===== src/rtl/ps2_pkg.sv =====
// ps2_pkg
//  Shared definitions for the PS/2 keyboard port: host transmitter state
//  encoding, default timing constants (48 MHz system clock), the frame
//  parity helper and a small constant-evaluation helper for counter sizing.
package ps2_pkg;

  // Host-to-device transmitter states.
  typedef enum logic [2:0] {
    IDLE       = 3'd0,
    INHIBIT    = 3'd1,
    REQ        = 3'd2,
    WAIT_FIRST = 3'd3,
    SHIFT      = 3'd4,
    ACK        = 3'd5,
    WAIT_IDLE  = 3'd6,
    FAIL       = 3'd7
  } ps2_tx_state_e;

  // Default timing at 48 MHz.
  localparam int DEF_INHIBIT_CYC = 6000;    // 125 us clock inhibit
  localparam int DEF_START_TMO   = 720000;  // 15 ms for the device to start clocking
  localparam int DEF_FRAME_TMO   = 96000;   // 2 ms from first edge to end of frame
  localparam int DEF_FILTER_LEN  = 8;       // stable samples before the clock changes

  // PS/2 uses odd parity: the parity bit makes the total count of ones odd.
  function automatic logic odd_parity(input logic [7:0] data);
    return ~^data;
  endfunction

  // Larger of two integers, used when sizing counters from parameters.
  function automatic int max_int(input int a, input int b);
    return (a > b) ? a : b;
  endfunction

endpackage


===== src/rtl/ps2_line_filter.sv =====
// ps2_line_filter
//  Conditions the raw PS/2 pins for logic running on the system clock.
//  Both pins pass through a 2-flop synchroniser; the clock is then debounced
//  so it only changes after FILTER_LEN consecutive samples at the new level.
//  A one-cycle pulse marks each filtered 1->0 transition of the clock.
// Ports
//  clk         in   system clock
//  reset       in   synchronous, active-high
//  clk_raw_i   in   raw PS/2 clock pin (asynchronous)
//  dat_raw_i   in   raw PS/2 data pin (asynchronous)
//  clk_filt_o  out  debounced PS/2 clock
//  dat_sync_o  out  synchronised PS/2 data
//  fall_o      out  1-cycle pulse, coincident with clk_filt_o going low
module ps2_line_filter #(
  parameter int FILTER_LEN = 8
) (
  input  logic clk,
  input  logic reset,
  input  logic clk_raw_i,
  input  logic dat_raw_i,
  output logic clk_filt_o,
  output logic dat_sync_o,
  output logic fall_o
);

  localparam int FCNT_W = (FILTER_LEN > 1) ? $clog2(FILTER_LEN) : 1;

  logic [1:0]        clk_sync_q;
  logic [1:0]        dat_sync_q;
  logic              clk_filt_q;
  logic              clk_filt_d;
  logic [FCNT_W-1:0] fcnt_q;
  logic [FCNT_W-1:0] fcnt_d;
  logic              fall_q;

  // Synchronisers; the idle bus is high, so reset to 1 to avoid a false edge.
  always_ff @(posedge clk) begin
    if (reset) begin
      clk_sync_q <= 2'b11;
      dat_sync_q <= 2'b11;
    end else begin
      clk_sync_q <= {clk_sync_q[0], clk_raw_i};
      dat_sync_q <= {dat_sync_q[0], dat_raw_i};
    end
  end

  // Debounce: count consecutive samples that disagree with the filtered value.
  always_comb begin
    clk_filt_d = clk_filt_q;
    fcnt_d     = fcnt_q;
    if (clk_sync_q[1] == clk_filt_q) begin
      fcnt_d = '0;
    end else if (fcnt_q == FCNT_W'(FILTER_LEN - 1)) begin
      clk_filt_d = clk_sync_q[1];
      fcnt_d     = '0;
    end else begin
      fcnt_d = fcnt_q + FCNT_W'(1);
    end
  end

  // Filter state and falling-edge pulse registers.
  always_ff @(posedge clk) begin
    if (reset) begin
      clk_filt_q <= 1'b1;
      fcnt_q     <= '0;
      fall_q     <= 1'b0;
    end else begin
      clk_filt_q <= clk_filt_d;
      fcnt_q     <= fcnt_d;
      fall_q     <= clk_filt_q & ~clk_filt_d;
    end
  end

  assign clk_filt_o = clk_filt_q;
  assign dat_sync_o = dat_sync_q[1];
  assign fall_o     = fall_q;

endmodule


===== src/rtl/ps2_host_tx.sv =====
// ps2_host_tx
//  PS/2 host-to-device transmitter. Sends one command byte per request using
//  the open-drain host-request sequence (inhibit clock, assert start bit,
//  release clock, shift bits on device falling edges) and reports whether the
//  device acknowledged. rx_inhibit stays high while a frame is in progress so
//  the neighbouring scancode receiver ignores the host's own traffic.
//  The pad wrapper drives a line low when its *_oe is 1, otherwise 'z'.
// Ports
//  clk         in   system clock
//  reset       in   synchronous, active-high
//  tx_data     in   command byte, latched on accept
//  tx_valid    in   request; accepted when tx_valid & tx_ready
//  tx_ready    out  high only when idle and out of reset
//  tx_done     out  1-cycle pulse at end of frame (ACK or NACK)
//  tx_ack_ok   out  valid with tx_done; 1 = device acknowledged
//  tx_error    out  1-cycle pulse on timeout (no tx_done for that frame)
//  rx_inhibit  out  high whenever not idle
//  ps2_clk_i   in   raw PS/2 clock pin
//  ps2_dat_i   in   raw PS/2 data pin
//  ps2_clk_oe  out  1 = pull PS/2 clock low
//  ps2_dat_oe  out  1 = pull PS/2 data low
module ps2_host_tx
  import ps2_pkg::*;
#(
  parameter int INHIBIT_CYC = DEF_INHIBIT_CYC,
  parameter int START_TMO   = DEF_START_TMO,
  parameter int FRAME_TMO   = DEF_FRAME_TMO,
  parameter int FILTER_LEN  = DEF_FILTER_LEN
) (
  input  logic       clk,
  input  logic       reset,
  input  logic [7:0] tx_data,
  input  logic       tx_valid,
  output logic       tx_ready,
  output logic       tx_done,
  output logic       tx_ack_ok,
  output logic       tx_error,
  output logic       rx_inhibit,
  input  logic       ps2_clk_i,
  input  logic       ps2_dat_i,
  output logic       ps2_clk_oe,
  output logic       ps2_dat_oe
);

  // One counter serves all three intervals; sized so it cannot wrap before
  // the longest of them expires.
  localparam int TMO_MAX = max_int(max_int(START_TMO, FRAME_TMO), INHIBIT_CYC);
  localparam int CNT_W   = $clog2(TMO_MAX + 1);

  ps2_tx_state_e state_q, state_d;
  logic [9:0]       shreg_q, shreg_d;
  logic [3:0]       bit_cnt_q, bit_cnt_d;
  logic [CNT_W-1:0] cnt_q, cnt_d;
  logic [CNT_W-1:0] cnt_inc_s;
  logic             ack_q, ack_d;
  logic             clk_oe_q, clk_oe_d;
  logic             dat_oe_q, dat_oe_d;
  logic             tx_ready_q, tx_done_q, tx_ack_ok_q, tx_error_q, rx_inhibit_q;
  logic             clk_filt_s, dat_sync_s, fall_s;
  logic             frame_tmo_s;

  ps2_line_filter #(
    .FILTER_LEN (FILTER_LEN)
  ) u_filter (
    .clk        (clk),
    .reset      (reset),
    .clk_raw_i  (ps2_clk_i),
    .dat_raw_i  (ps2_dat_i),
    .clk_filt_o (clk_filt_s),
    .dat_sync_o (dat_sync_s),
    .fall_o     (fall_s)
  );

  assign cnt_inc_s   = cnt_q + CNT_W'(1);
  assign frame_tmo_s = (cnt_q == CNT_W'(FRAME_TMO - 1));

  // Next-state, datapath and pin-drive logic.
  always_comb begin
    state_d   = state_q;
    shreg_d   = shreg_q;
    bit_cnt_d = bit_cnt_q;
    cnt_d     = cnt_q;
    ack_d     = ack_q;
    clk_oe_d  = clk_oe_q;
    dat_oe_d  = dat_oe_q;
    case (state_q)
      IDLE: begin
        clk_oe_d = 1'b0;
        dat_oe_d = 1'b0;
        if (tx_valid && tx_ready_q) begin
          shreg_d   = {1'b1, odd_parity(tx_data), tx_data};
          bit_cnt_d = 4'd0;
          cnt_d     = '0;
          ack_d     = 1'b0;
          clk_oe_d  = 1'b1;  // clock is held low for every INHIBIT cycle
          state_d   = INHIBIT;
        end else begin
          state_d = IDLE;
        end
      end
      INHIBIT: begin
        clk_oe_d = 1'b1;
        if (cnt_q == CNT_W'(INHIBIT_CYC - 1)) begin
          dat_oe_d = 1'b1;  // start bit
          cnt_d    = '0;
          state_d  = REQ;
        end else begin
          cnt_d = cnt_inc_s;
        end
      end
      REQ: begin
        // Data is already low; releasing the clock hands control to the device.
        clk_oe_d = 1'b0;
        dat_oe_d = 1'b1;
        cnt_d    = '0;
        state_d  = WAIT_FIRST;
      end
      WAIT_FIRST: begin
        if (fall_s) begin
          dat_oe_d  = ~shreg_q[0];
          shreg_d   = {1'b1, shreg_q[9:1]};
          bit_cnt_d = 4'd1;
          cnt_d     = '0;  // frame timer starts at the first edge
          state_d   = SHIFT;
        end else if (cnt_q == CNT_W'(START_TMO - 1)) begin
          clk_oe_d = 1'b0;
          dat_oe_d = 1'b0;
          state_d  = FAIL;
        end else begin
          cnt_d = cnt_inc_s;
        end
      end
      SHIFT: begin
        if (frame_tmo_s) begin
          clk_oe_d = 1'b0;
          dat_oe_d = 1'b0;
          state_d  = FAIL;
        end else if (fall_s) begin
          dat_oe_d  = ~shreg_q[0];
          shreg_d   = {1'b1, shreg_q[9:1]};
          bit_cnt_d = bit_cnt_q + 4'd1;
          cnt_d     = cnt_inc_s;
          // bit_cnt_q == 9 means this edge drives the stop bit.
          if (bit_cnt_q == 4'd9) begin
            state_d = ACK;
          end else begin
            state_d = SHIFT;
          end
        end else begin
          cnt_d = cnt_inc_s;
        end
      end
      ACK: begin
        dat_oe_d = 1'b0;
        if (frame_tmo_s) begin
          clk_oe_d = 1'b0;
          state_d  = FAIL;
        end else if (fall_s) begin
          ack_d   = ~dat_sync_s;
          cnt_d   = cnt_inc_s;
          state_d = WAIT_IDLE;
        end else begin
          cnt_d = cnt_inc_s;
        end
      end
      WAIT_IDLE: begin
        dat_oe_d = 1'b0;
        if (frame_tmo_s) begin
          clk_oe_d = 1'b0;
          state_d  = FAIL;
        end else if (clk_filt_s && dat_sync_s) begin
          state_d = IDLE;
        end else begin
          cnt_d = cnt_inc_s;
        end
      end
      FAIL: begin
        clk_oe_d = 1'b0;
        dat_oe_d = 1'b0;
        state_d  = IDLE;
      end
      default: begin
        clk_oe_d = 1'b0;
        dat_oe_d = 1'b0;
        state_d  = IDLE;
      end
    endcase
  end

  // State, datapath and registered outputs. Reset releases both lines at once.
  always_ff @(posedge clk) begin
    if (reset) begin
      state_q      <= IDLE;
      shreg_q      <= '0;
      bit_cnt_q    <= 4'd0;
      cnt_q        <= '0;
      ack_q        <= 1'b0;
      clk_oe_q     <= 1'b0;
      dat_oe_q     <= 1'b0;
      tx_ready_q   <= 1'b0;
      tx_done_q    <= 1'b0;
      tx_ack_ok_q  <= 1'b0;
      tx_error_q   <= 1'b0;
      rx_inhibit_q <= 1'b0;
    end else begin
      state_q      <= state_d;
      shreg_q      <= shreg_d;
      bit_cnt_q    <= bit_cnt_d;
      cnt_q        <= cnt_d;
      ack_q        <= ack_d;
      clk_oe_q     <= clk_oe_d;
      dat_oe_q     <= dat_oe_d;
      // Ready needs a full idle cycle behind it, so it rises one cycle after
      // tx_done/tx_error and drops right after an accept.
      tx_ready_q   <= (state_q == IDLE) && (state_d == IDLE);
      tx_done_q    <= (state_q == WAIT_IDLE) && (state_d == IDLE);
      tx_ack_ok_q  <= (state_q == WAIT_IDLE) && (state_d == IDLE) && ack_q;
      tx_error_q   <= (state_q == FAIL);
      rx_inhibit_q <= (state_d != IDLE);
    end
  end

  assign tx_ready   = tx_ready_q;
  assign tx_done    = tx_done_q;
  assign tx_ack_ok  = tx_ack_ok_q;
  assign tx_error   = tx_error_q;
  assign rx_inhibit = rx_inhibit_q;
  assign ps2_clk_oe = clk_oe_q;
  assign ps2_dat_oe = dat_oe_q;

endmodule


===== config.mk =====
export PLATFORM = sky130hd
export DESIGN_NAME = ps2_host_tx
export DESIGN_NICKNAME = d
export VERILOG_FILES = /design/src/rtl/ps2_pkg.sv /design/src/rtl/ps2_line_filter.sv /design/src/rtl/ps2_host_tx.sv
export SDC_FILE = /design/constraint.sdc
export NUM_CORES = 1
export LEC_CHECK = 0
export CORE_MARGIN = 3
export CORE_UTILIZATION = 60
export DETAILED_ROUTE_END_ITERATION = 6
export HOLD_SLACK_MARGIN = 0.1
export PLACE_DENSITY = 0.81
export RECOVER_POWER = 25
export SLEW_MARGIN = 25
export SYNTH_ARGS = -nofsm -noshare
export SYNTH_HDL_FRONTEND = slang
export SYNTH_SLANG_ARGS = --single-unit

===== constraint.sdc =====
create_clock -name clk -period 6.7 [get_ports clk]
set_input_delay 2.01 -clock clk [delete_from_list [all_inputs] [get_ports clk]]
set_output_delay 2.01 -clock clk [all_outputs]
set_load 0.02 [all_outputs]

==> flow_metrics.tcl <==
set metrics [dict create \
    r2r-end "cnt_q[13]" \
    crit_fanout 47 \
    cap_violations 1 \
    path_cells "clkbuf_1 > inv_1 > nand3_1 > o31ai_1" \
    setup_viol 0 \
    place_inst 393 \
    rsz0062_at_grt "false" \
    ys_warn_count 0 \
    synth-main-ff-cell "dfxtp_1" \
    r2r_cells 6 \
    use_met2 0.360 \
    critPathKind "in2reg" \
    cts-buffers-inserted 5 \
    cts.sinks 54 \
    crit-reg2reg-launch "state_q[2]" \
    slowest_delay_ps 1580 \
    required_ps 6810 \
    crit_arrival_ps 4470 \
    synth_top_cell_by_area "dfxtp_1" \
    pwr_density_cell_nw_per_um2 209 \
    use_met3 0.0475 \
    io_pins 20 \
    regToRegSetupSlack_ps 3630 \
    drtIter0Drc 219 \
    grt_use_met1 0.315 \
    min_path_cells 1 \
    mappedNetlistArea_um2 2910 \
    final.setup_skew_ps 9.29 \
    syn_avg_cell_area_um2 8.47 \
    ys_top_cells_by_area "dfxtp_1 37%, a21oi_1 5.5%, nor2_1 4.4%" \
    grt_max_degree 48 \
    fin_tns_setup_ps 0 \
    synth-seq-cells 54 \
    hold_buffers 0 \
    die-area_um2 5730 \
    io_buffers 19 \
    critPathSlowestCell "clkbuf_1" \
    path_clk_slew_ps 100 \
    path_delay_family "buffers and inverters" \
    tightest_slew_ps 2260 \
    start_kind "input pin" \
    hold_class "reg2reg" \
    synth_edf_count 0 \
    fin_util 0.701 \
    netlist.area_leader.share 0.371 \
    fmax_ghz 0.230 \
    cts_resized 0 \
    vias_per_cell 6.41 \
    synth_cell_types 63 \
    grt_pass1_wl_mm 10.1 \
    clk_latency_ps 310 \
    core.rowCount 24 \
    cts_tree "built" \
    finalCritPeriodShare 0.649 \
    top_usage_layer "met2" \
    design.core.area_um2 4500 \
    routed_wl_mm 6.09 \
    maxSlewViolCount 48 \
    fin_cells 401 \
    route.detailed.drc 0 \
    grt_pass1_vias 2213 \
    synthCells 344 \
    outcome "finished with violations" \
    syn_nets 362 \
    track_usage 0.226 \
    fin_crit_ps 4350 \
    hpwl_mm 4.18 \
    dr.pass1.iters 5 \
    wl_per_cell_um 15.2 \
    clk_path_buf_depth 2 \
    die_w_um 75.7 \
    peakVddDrop_v 0.000157 \
    die_y_um 75.7 \
    min_from "u_filter.dat_sync_q[0]" \
    drive_gt1_frac 0.0974 \
    antenna_found_initial 0 \
    clockRootBuffer "clkbuf_8" \
    gp_congestion 0.868 \
    fin_nets 366 \
    hold_viol 0 \
    leakage_nw 1.10 \
    htree_levels 2 \
    end_kind "register" \
    relSlewSlack -0.507 \
    antenna_cells 0 \
    overflow 0 \
    antenna_left 0 \
    async_reset_ff_frac 0 \
    area_growth_pct 8.42 \
    min_to "u_filter.dat_sync_q[1]" \
    vias 2569 \
    violations "max-capacitance violations, max-slew violations" \
    postCtsSetupBuffers 0 \
    initial_utilization 0.647 \
    path_buf_inv 2 \
    ys_seq_area_frac 0.371 \
]
==> through the flow <==
step	hold WS, ps	instance area, um2	power [mW]	setup slack (ps)
after floorplan	389	2910	0.418	3290
after global placement	392	3040	0.438	2460
after detailed placement	397	3040	0.440	2420
after CTS	423	3160	0.663	2750
after global routing	449	3160	0.686	2180
final	421	3160	0.659	2350
==> cell families (layout without fill, tap and decap cells) <==
group	after synthesis	in the layout	synth area share
adder cells (fa/ha/maj)	5	5	0.0215
XOR/XNOR	9	9	0.0271
buffers and inverters	28	33	0.0490
AO/OA/AOI/OAI	99	99	0.236
multiplexers	10	10	0.0348
flip-flops	54	54	0.371
AND/OR/NAND/NOR	139	139	0.260
==> metal layers <==
metal	vias up	routed length, um
met4	0	51
met1	1215	2910
met5	-	0
met3	6	298
met2	68	2830
li1	1280	-
==> report_power, final <==
group	internal [mW]	switching (mW)
sequential	0.332	0.00974
combinational	0.0388	0.0526
clock	0.114	0.111
==> synthesized netlist by cell type (all sizes together), types with 3 or more instances <==
cell type / n
a211oi: 11
a21oi: 32
a31oi: 6
and2: 6
and3: 4
buf: 11
clkbuf: 11
dfxtp: 54
ha: 5
inv: 6
mux2i: 9
nand2: 20
nand3: 12
nand4: 5
nor2: 34
nor3: 11
nor4: 4
o211ai: 3
o21ai: 23
o31a: 3
o31ai: 3
or2: 8
or3: 13
or4: 5
xnor2: 8
==> sequential cells by signal, summed over array words and instances (netlist names), 2 cells and up <==
| name | count |
|---|---|
| cnt_q | 20 |
| state_q | 3 |
| shreg_q | 10 |
| u_filter.fcnt_q | 3 |
| bit_cnt_q | 4 |
| u_filter.dat_sync_q | 2 |
| u_filter.clk_sync_q | 2 |
==> layout by cell type, fill, tap and decap left out, drive strengths merged, types with 3 or more instances in the layout <==
cell	count
dfxtp	54
nor2	34
a21oi	32
o21ai	23
nand2	20
clkdlybuf4s50	18
or3	13
nand3	12
nor3	11
a211oi	11
mux2i	9
xnor2	8
or2	8
inv	8
a31oi	6
clkbuf	6
and2	6
or4	5
nand4	5
ha	5
and3	4
nor4	4
o31a	3
o211ai	3
o31ai	3
==> layout make-up <==
| class | count | area (um2) |
|---|---|---|
| Fill cell | 377 | 1350 |
| Timing Repair Buffer | 19 | 184 |
| Clock buffer | 5 | 68.8 |
| Clock inverter | 3 | 47.5 |
| Sequential cell | 54 | 1080 |
| Multi-Input combinational cell | 262 | 1690 |
| Inverter | 6 | 22.5 |
| Tap cell | 52 | 65.1 |
==> worst max-delay path by stage <==
stage / start / endpoint / slack [ps] / cells after the start
after floorplan: tx_valid / cnt_q[13] / 3290 / 7
after global placement: tx_valid / cnt_q[19] / 2460 / 7
after detailed placement: tx_valid / cnt_q[19] / 2420 / 7
after CTS: tx_valid / cnt_q[19] / 2750 / 7
after global routing: reset / cnt_q[0] / 2180 / 4
final: reset / cnt_q[0] / 2350 / 4
(Power assumes the default switching activity.)
